`src/rtl/io_debounce.sv`:
```
// io_debounce: synchronises a slow asynchronous pin into clk and filters
// bounce/glitches with a counter-qualified four-state FSM. Produces a clean
// level (dout), a qualification-in-progress flag (busy) and a saturating
// count of rejected excursions (glitch_cnt).
module io_debounce #(
    parameter int   SYNC_FF         = 2,
    parameter int   DEBOUNCE_CYCLES = 1000,
    parameter int   CNT_W           = 16,
    parameter logic RESET_LEVEL     = 1'b1,
    parameter int   GLITCH_W        = 8
) (
    input  logic                clk,
    input  logic                rst,
    input  logic                din,
    input  logic                clr_glitch,
    output logic                dout,
    output logic                busy,
    output logic [GLITCH_W-1:0] glitch_cnt
);

    typedef enum logic [1:0] {
        STABLE_LO = 2'd0,
        WAIT_HI   = 2'd1,
        STABLE_HI = 2'd2,
        WAIT_LO   = 2'd3
    } state_t;

    localparam logic [CNT_W-1:0]    CNT_LAST   = CNT_W'(DEBOUNCE_CYCLES - 1);
    localparam logic [GLITCH_W-1:0] GLITCH_MAX = '1;

    logic [SYNC_FF-1:0] sync_ff;
    logic               sync_q;
    state_t             state;
    logic [CNT_W-1:0]   cnt;
    logic               glitch;

    assign sync_q = sync_ff[SYNC_FF-1];

    // A rejection is a reversion of the synchronised pin while qualifying.
    assign glitch = ((state == WAIT_HI) && !sync_q) ||
                    ((state == WAIT_LO) &&  sync_q);

    // Synchroniser chain; preset to the reset level so no false candidate
    // appears right after reset.
    always_ff @(posedge clk or posedge rst) begin
        if (rst) sync_ff <= {SYNC_FF{RESET_LEVEL}};
        else     sync_ff <= {sync_ff[SYNC_FF-2:0], din};
    end

    // Debounce FSM: dout/busy are registered and updated with the state.
    always_ff @(posedge clk or posedge rst) begin
        if (rst) begin
            state <= RESET_LEVEL ? STABLE_HI : STABLE_LO;
            dout  <= RESET_LEVEL;
            busy  <= 1'b0;
            cnt   <= '0;
        end else begin
            case (state)
                STABLE_LO: begin
                    if (sync_q) begin
                        state <= WAIT_HI;
                        busy  <= 1'b1;
                        cnt   <= '0;
                    end
                end
                WAIT_HI: begin
                    if (!sync_q) begin
                        state <= STABLE_LO;
                        busy  <= 1'b0;
                        cnt   <= '0;
                    end else if (cnt == CNT_LAST) begin
                        state <= STABLE_HI;
                        busy  <= 1'b0;
                        dout  <= 1'b1;
                        cnt   <= '0;
                    end else begin
                        cnt <= cnt + 1'b1;
                    end
                end
                STABLE_HI: begin
                    if (!sync_q) begin
                        state <= WAIT_LO;
                        busy  <= 1'b1;
                        cnt   <= '0;
                    end
                end
                WAIT_LO: begin
                    if (sync_q) begin
                        state <= STABLE_HI;
                        busy  <= 1'b0;
                        cnt   <= '0;
                    end else if (cnt == CNT_LAST) begin
                        state <= STABLE_LO;
                        busy  <= 1'b0;
                        dout  <= 1'b0;
                        cnt   <= '0;
                    end else begin
                        cnt <= cnt + 1'b1;
                    end
                end
                default: begin
                    state <= RESET_LEVEL ? STABLE_HI : STABLE_LO;
                    busy  <= 1'b0;
                    cnt   <= '0;
                end
            endcase
        end
    end

    // Saturating glitch counter; a clear in the same cycle as a glitch wins.
    always_ff @(posedge clk or posedge rst) begin
        if (rst)                                     glitch_cnt <= '0;
        else if (clr_glitch)                         glitch_cnt <= '0;
        else if (glitch && (glitch_cnt != GLITCH_MAX)) glitch_cnt <= glitch_cnt + 1'b1;
    end

endmodule

```
`config.mk`:
```
export PLATFORM = sky130hd
export DESIGN_NAME = io_debounce
export DESIGN_NICKNAME = d
export VERILOG_FILES = /design/src/rtl/io_debounce.sv
export SDC_FILE = /design/constraint.sdc
export NUM_CORES = 1
export LEC_CHECK = 0
export ABC_AREA = 1
export BUFFER_PORTS_ARGS = -buffer_cell sky130_fd_sc_hd__buf_2
export CAP_MARGIN = 20
export CORE_MARGIN = 2
export CORE_UTILIZATION = 40
export DETAILED_ROUTE_END_ITERATION = 7
export PLACE_DENSITY = 0.66
export RECOVER_POWER = 50
export SLEW_MARGIN = 15
export SYNTH_ARGS = -nofsm -noshare
export SYNTH_HDL_FRONTEND = slang
export SYNTH_SLANG_ARGS = --single-unit
```
`constraint.sdc`:
```
create_clock -name clk -period 2 [get_ports clk]
set_clock_uncertainty 0.2 [all_clocks]
set_input_delay 0.2 -clock clk [delete_from_list [all_inputs] [get_ports clk]]
set_output_delay 0.2 -clock clk [all_outputs]
set_load 0.005 [all_outputs]
```
After elaboration in Yosys (flattened, before gate mapping):

Cells that the tools add are included.

* flip-flop bits (word level): 30
* bits of input ports: 4
* output and inout port bits: 10
* word-level logic and storage cells: 58

* add/subtract/negate cells: 2
* equal/unequal tests: 13
* muxes and demuxes: 26
* reduce and logical (&&, ||, !) cells: 11

Operators by type and width (count)
* 2-to-1 mux 16 bit: 5
* one-hot mux 16 bit (4 select lines): 1
* adder 16 x 1 -> 16 bit (second input constant): 1
* == test 16 x 10 -> 1 bit (second input constant): 1
* 2-to-1 mux 8 bit: 2
* 2-to-1 mux 2 bit: 6
* 2-to-1 mux 1 bit: 9
* adder 8 x 1 -> 8 bit (second input constant): 1
* inequality test 2 bit (second input constant): 4
* inequality test 8 bit (second input constant): 1
* one-hot mux 2 bit (4 select lines): 1
* inequality test 3 x 2 -> 1 bit (second input constant): 2
* AND reduction 5 bit: 1
* == test 2 bit (second input constant): 2
* inequality test 2 x 1 -> 1 bit (second input constant): 2
* one-hot mux 1 bit (4 select lines): 1
* AND reduction 4 bit: 1
* nonzero test 2 bit: 2
* logical AND 1 bit: 3
* == test 2 x 1 -> 1 bit (second input constant): 1
* zero test 2 bit: 1
* one-hot mux 1 bit (2 select lines): 1
* AND reduction 2 bit: 1
* zero test 1 bit: 1
* logical OR 1 bit: 1

Longest topological paths before layout:

* depth after elaboration: 6
* depth in mapped cells: 10

Worst setup path after synthesis:

No wires, ideal clock.

* path type: register to register
* start point: register cnt[0]
* end point: register busy
* setup time: 0.123 ns
* arrival: 1.262 ns
* data required time: 1.677 ns
* path slack: 0.415 ns
* stages on the path, launching flop included: 11
* clock period less this slack: 1.585 ns
* path through: dfrtp_1 > ha_1 > nand2_2 > inv_2 > nand2_2 > nor2_4 > nand2_4 > nand2_8 > nand2_4 > nand2_1 > o21ai_2

* longest elaborated chain between the ends: 4
* elaborated cells between the ends (all ways): 5
* classes of those cells: eq/ne: 1; mux: 4

Ends and longest elaborated chain
* start, declared: line 34 `logic [CNT_W-1:0] cnt;`
* start signal, assigned: line 77 `cnt <= cnt + 1'b1;`
* start signal, assigned: line 98 `cnt <= cnt + 1'b1;`
* == test 16 x 10 -> 1 bit *: line 71, 92
* 2-to-1 mux 1 bit *
* 2-to-1 mux 1 bit, on equally long branches
* one-hot mux 1 bit (4 select lines) *
* end signal, assigned: line 69 `busy <= 1'b0;`
* end signal, assigned: line 73 `busy <= 1'b0;`
* end signal, assigned: line 94 `busy <= 1'b0;`
* end, declared: line 17 `output logic busy,`

Every way passes the cells marked *; elsewhere a longest branch is shown, timed or not.
A chain may end at the register's enable or synchronous reset.

Worst setup path in the final report:

* start point: register cnt[0]
* end point: register cnt[15]

* longest elaborated chain between the ends: 4
* elaborated cells between the ends (all ways): 6
* classes of those cells: add/sub: 1; eq/ne: 1; mux: 4

Ends and longest elaborated chain
* adder 16 x 1 -> 16 bit or == test 16 x 10 -> 1 bit (tied branches)
* 2-to-1 mux 16 bit *: line 71, 92
* 2-to-1 mux 16 bit, on equally long branches: line 88, 67
* one-hot mux 16 bit (4 select lines) *: line 58 `case (state)`

Marks and branches as above.

==> flow_summary_export.csv <==
group,metric,value,unit
run_status,outcome,"completed",
routing,dr.max_layer_used,"met4",
synthesis,yosys.area.top_type,"dfrtp_1",
floorplanning,io_pins,14,
routing,drc,0,
floorplanning,start_util,0.409,
grt,antenna_found_initial,0,
sta,tightest_slew,0.721,ns
synthesis,synth_common_cells,"61 x nand2_1, 26 x dfrtp_1, 24 x inv_1",
cts,cts-root-buf,"clkbuf_8",
routing,vias,1446,
grt,grt.overflow.total,0,
synthesis,avgSynthCellArea,7.96,µm²
cts,postCtsSetupBuffers,0,
floorplanning,die_h,70.0,µm
sta,max_freq,0.585,GHz
floorplanning,core_area,4260,µm²
sta,period_share,0.855,
synthesis,synth_top_area_share,0.373,
finish,regArea,756,µm²
grt,grt_pass1_vias,1407,
place,io_buffer_count,13,
sta,tns,0,ns
sta,grt_setup_unrepaired,"no",
finish,utilization,0.467,
synthesis,synth.cell_area,1740,µm²
routing,via_per_inst,4.90,
sta,relSlewSlack,0.520,
synthesis,ys_seq_area_frac,0.434,
finish,syn2layout_area_growth,14.3,%
routing,routed_wl,3.33,mm
floorplanning,die_area,4900,µm²
setup_path,critPathCaptureType,"flip-flop",
synthesis,ys_ff_latch,30,
setup_path,cp_max_fo,10,
finish,layout-drive-gt1-share,0.226,
synthesis,yosysMostFrequentCell,"nand2_1",
synthesis,synth.net_count,225,
setup_path,worstPathRequired,2.01,ns
synthesis,ys_warn_count,0,
sta,min_period,1.71,ns
synthesis,yosys_most_used_dff,"dfrtp_1",
cts,cts.sinks,30,
synthesis,async_flop_share,1.00,
finish,nets,248,
floorplanning,fp.dieW,70.0,µm
sta,slew_viol_final,0,
synthesis,syn_inst,219,
cts,clk_pin_slew,0.07,ns
power,max-vdd-ir-drop,690,µV
cts,htreeDepth,2,
place,place.gp.congestion,0.802,
sta,setup_viol,0,
place,dp_hpwl,2.47,mm
cts,cts_tree,"built",
sta,hold_viol_final,0,
power,p_leak,0.940,nW
cts,cts_buffer_depth,2,
routing,avgRoutedWirePerCell,11.3,µm
floorplanning,rows,24,
routing,dr_wl_met2,1.58,mm
grt,grt_pass1_wl,6.29,mm
setup_path,cp-start-kind,"flip-flop",
finish,antennaDiodeCount,0,
power,p_per_area,883,nW/µm²
setup_path,cp.arrival,1.71,ns
grt,grt_usage,0.160,
synthesis,synthDistinctLibCells,29,
grt,grt_max_degree,31,
routing,dr.first_iter.drc_count,128,
cts,clock_latency,0.28,ns
power,total_power,1.76,mW
routing,dr_wl_met3,119,µm
routing,final_antenna_net_count,0,
min_path,min_path_type,"in -> reg",
run,cap_violations,0,
setup_path,critPathKind,"reg -> reg",
finish,fillers,418,
cts,cts_buffers,5,
synthesis,yosys-top-cells-area,"dfrtp_1 37%, nand2_1 13%, dfstp_2 6.0%",
synthesis,synth_edf_count,0,
finish,multi_input_area,878,µm²
routing,wl_met1,1.58,mm
routing,drt-pass1-iter-count,4,
[worst max-delay path, cell delays in order, from the launching register on]
cell     delay, ns
dfrtp_1       0.41
ha_1          0.25
nand2_2       0.12
inv_2         0.05
nand2_2       0.07
nor2_4        0.05
a21oi_4       0.25
nand2_1       0.08
a21oi_1       0.15
[what timing repair did]
item	CTS	global route
endpoints found under the hold margin	27	0
hold buffers	2	0
resized for setup	0	0
[worst paths after layout]
path,start,cells past startpoint,endpoint,slack (ns)
worst min-delay path,clr_glitch,4,glitch_cnt[4],0.007
worst max-delay path,cnt[0],8,cnt[15],0.29
max in group asynchronous,rst,4,glitch_cnt[3],0.68
worst min register to register,sync_ff[0],0,sync_ff[1],0.16
worst max register to register,cnt[0],8,cnt[15],0.29
min in group asynchronous,rst,4,glitch_cnt[1],0.46
[power by group]
part / switching, mW / leakage [nW] / internal (mW)
clock: 0.235 / 0.0472 / 0.276
sequential: 0.0718 / 0.399 / 0.683
combinational: 0.323 / 0.494 / 0.170
[routing by layer]
layer	up-vias	GRT usage
li1	747	-
met1	673	0.204
met2	22	0.260
met3	4	0.0433
met4	0	0.0577
met5	-	0
[cell type report]
cell class	instances	area share
clock inverter	2	0.00628
tap	52	0.0327
inverter	27	0.0509
clock buffer	6	0.0415
timing repair buffer	17	0.0484
multi-input combinational	161	0.441
sequential	30	0.379
[flip-flops by register name (all words and copies together) (netlist names), named ones only]
| name | flops |
|---|---|
| state | 1 |
| dout | 1 |
| sync_ff | 2 |
| glitch_cnt | 8 |
| cnt | 16 |
| busy | 1 |
[logic make-up after synthesis]
family / share of synthesized area
adders and majority gates: 0.0144
and+or+nand+nor: 0.366
AOI/OAI and AO/OA: 0.0933
buffers and inverters: 0.0625
DFF: 0.434
xor gates and xnor gates: 0.0302
[cell usage in the layout (no fill, tap or decap), types with 2 or more instances in the layout]
master	count
nor2_2	4
clkbuf_8	6
nor2_4	5
ha_1	2
inv_1	24
inv_2	3
o21ai_0	12
nand2_2	7
dfstp_2	4
dlygate4sd3_1	2
nand2_4	3
nor2_1	17
o21ai_1	3
nand2_1	61
xnor2_1	3
nand4_1	7
buf_2	12
dfrtp_1	26
xor2_1	3
nand3_1	14
a21oi_1	7
o22ai_1	2
nand3_2	3
[metrics by stage]
step	std cells	instance area (µm²)	setup WS, ns	hold WS [ns]
2_1_floorplan	219	1740	0.415	0.00448
3_3_place_gp	285	1880	0.353	0.0881
3_5_place_dp	285	1880	0.295	0.0991
4_1_cts	295	2000	0.261	0.000984
5_1_grt	295	1990	0.108	0.0406
6_report	295	1990	0.291	0.00696
No activity file was read; power rests on OpenSTA's default activity.
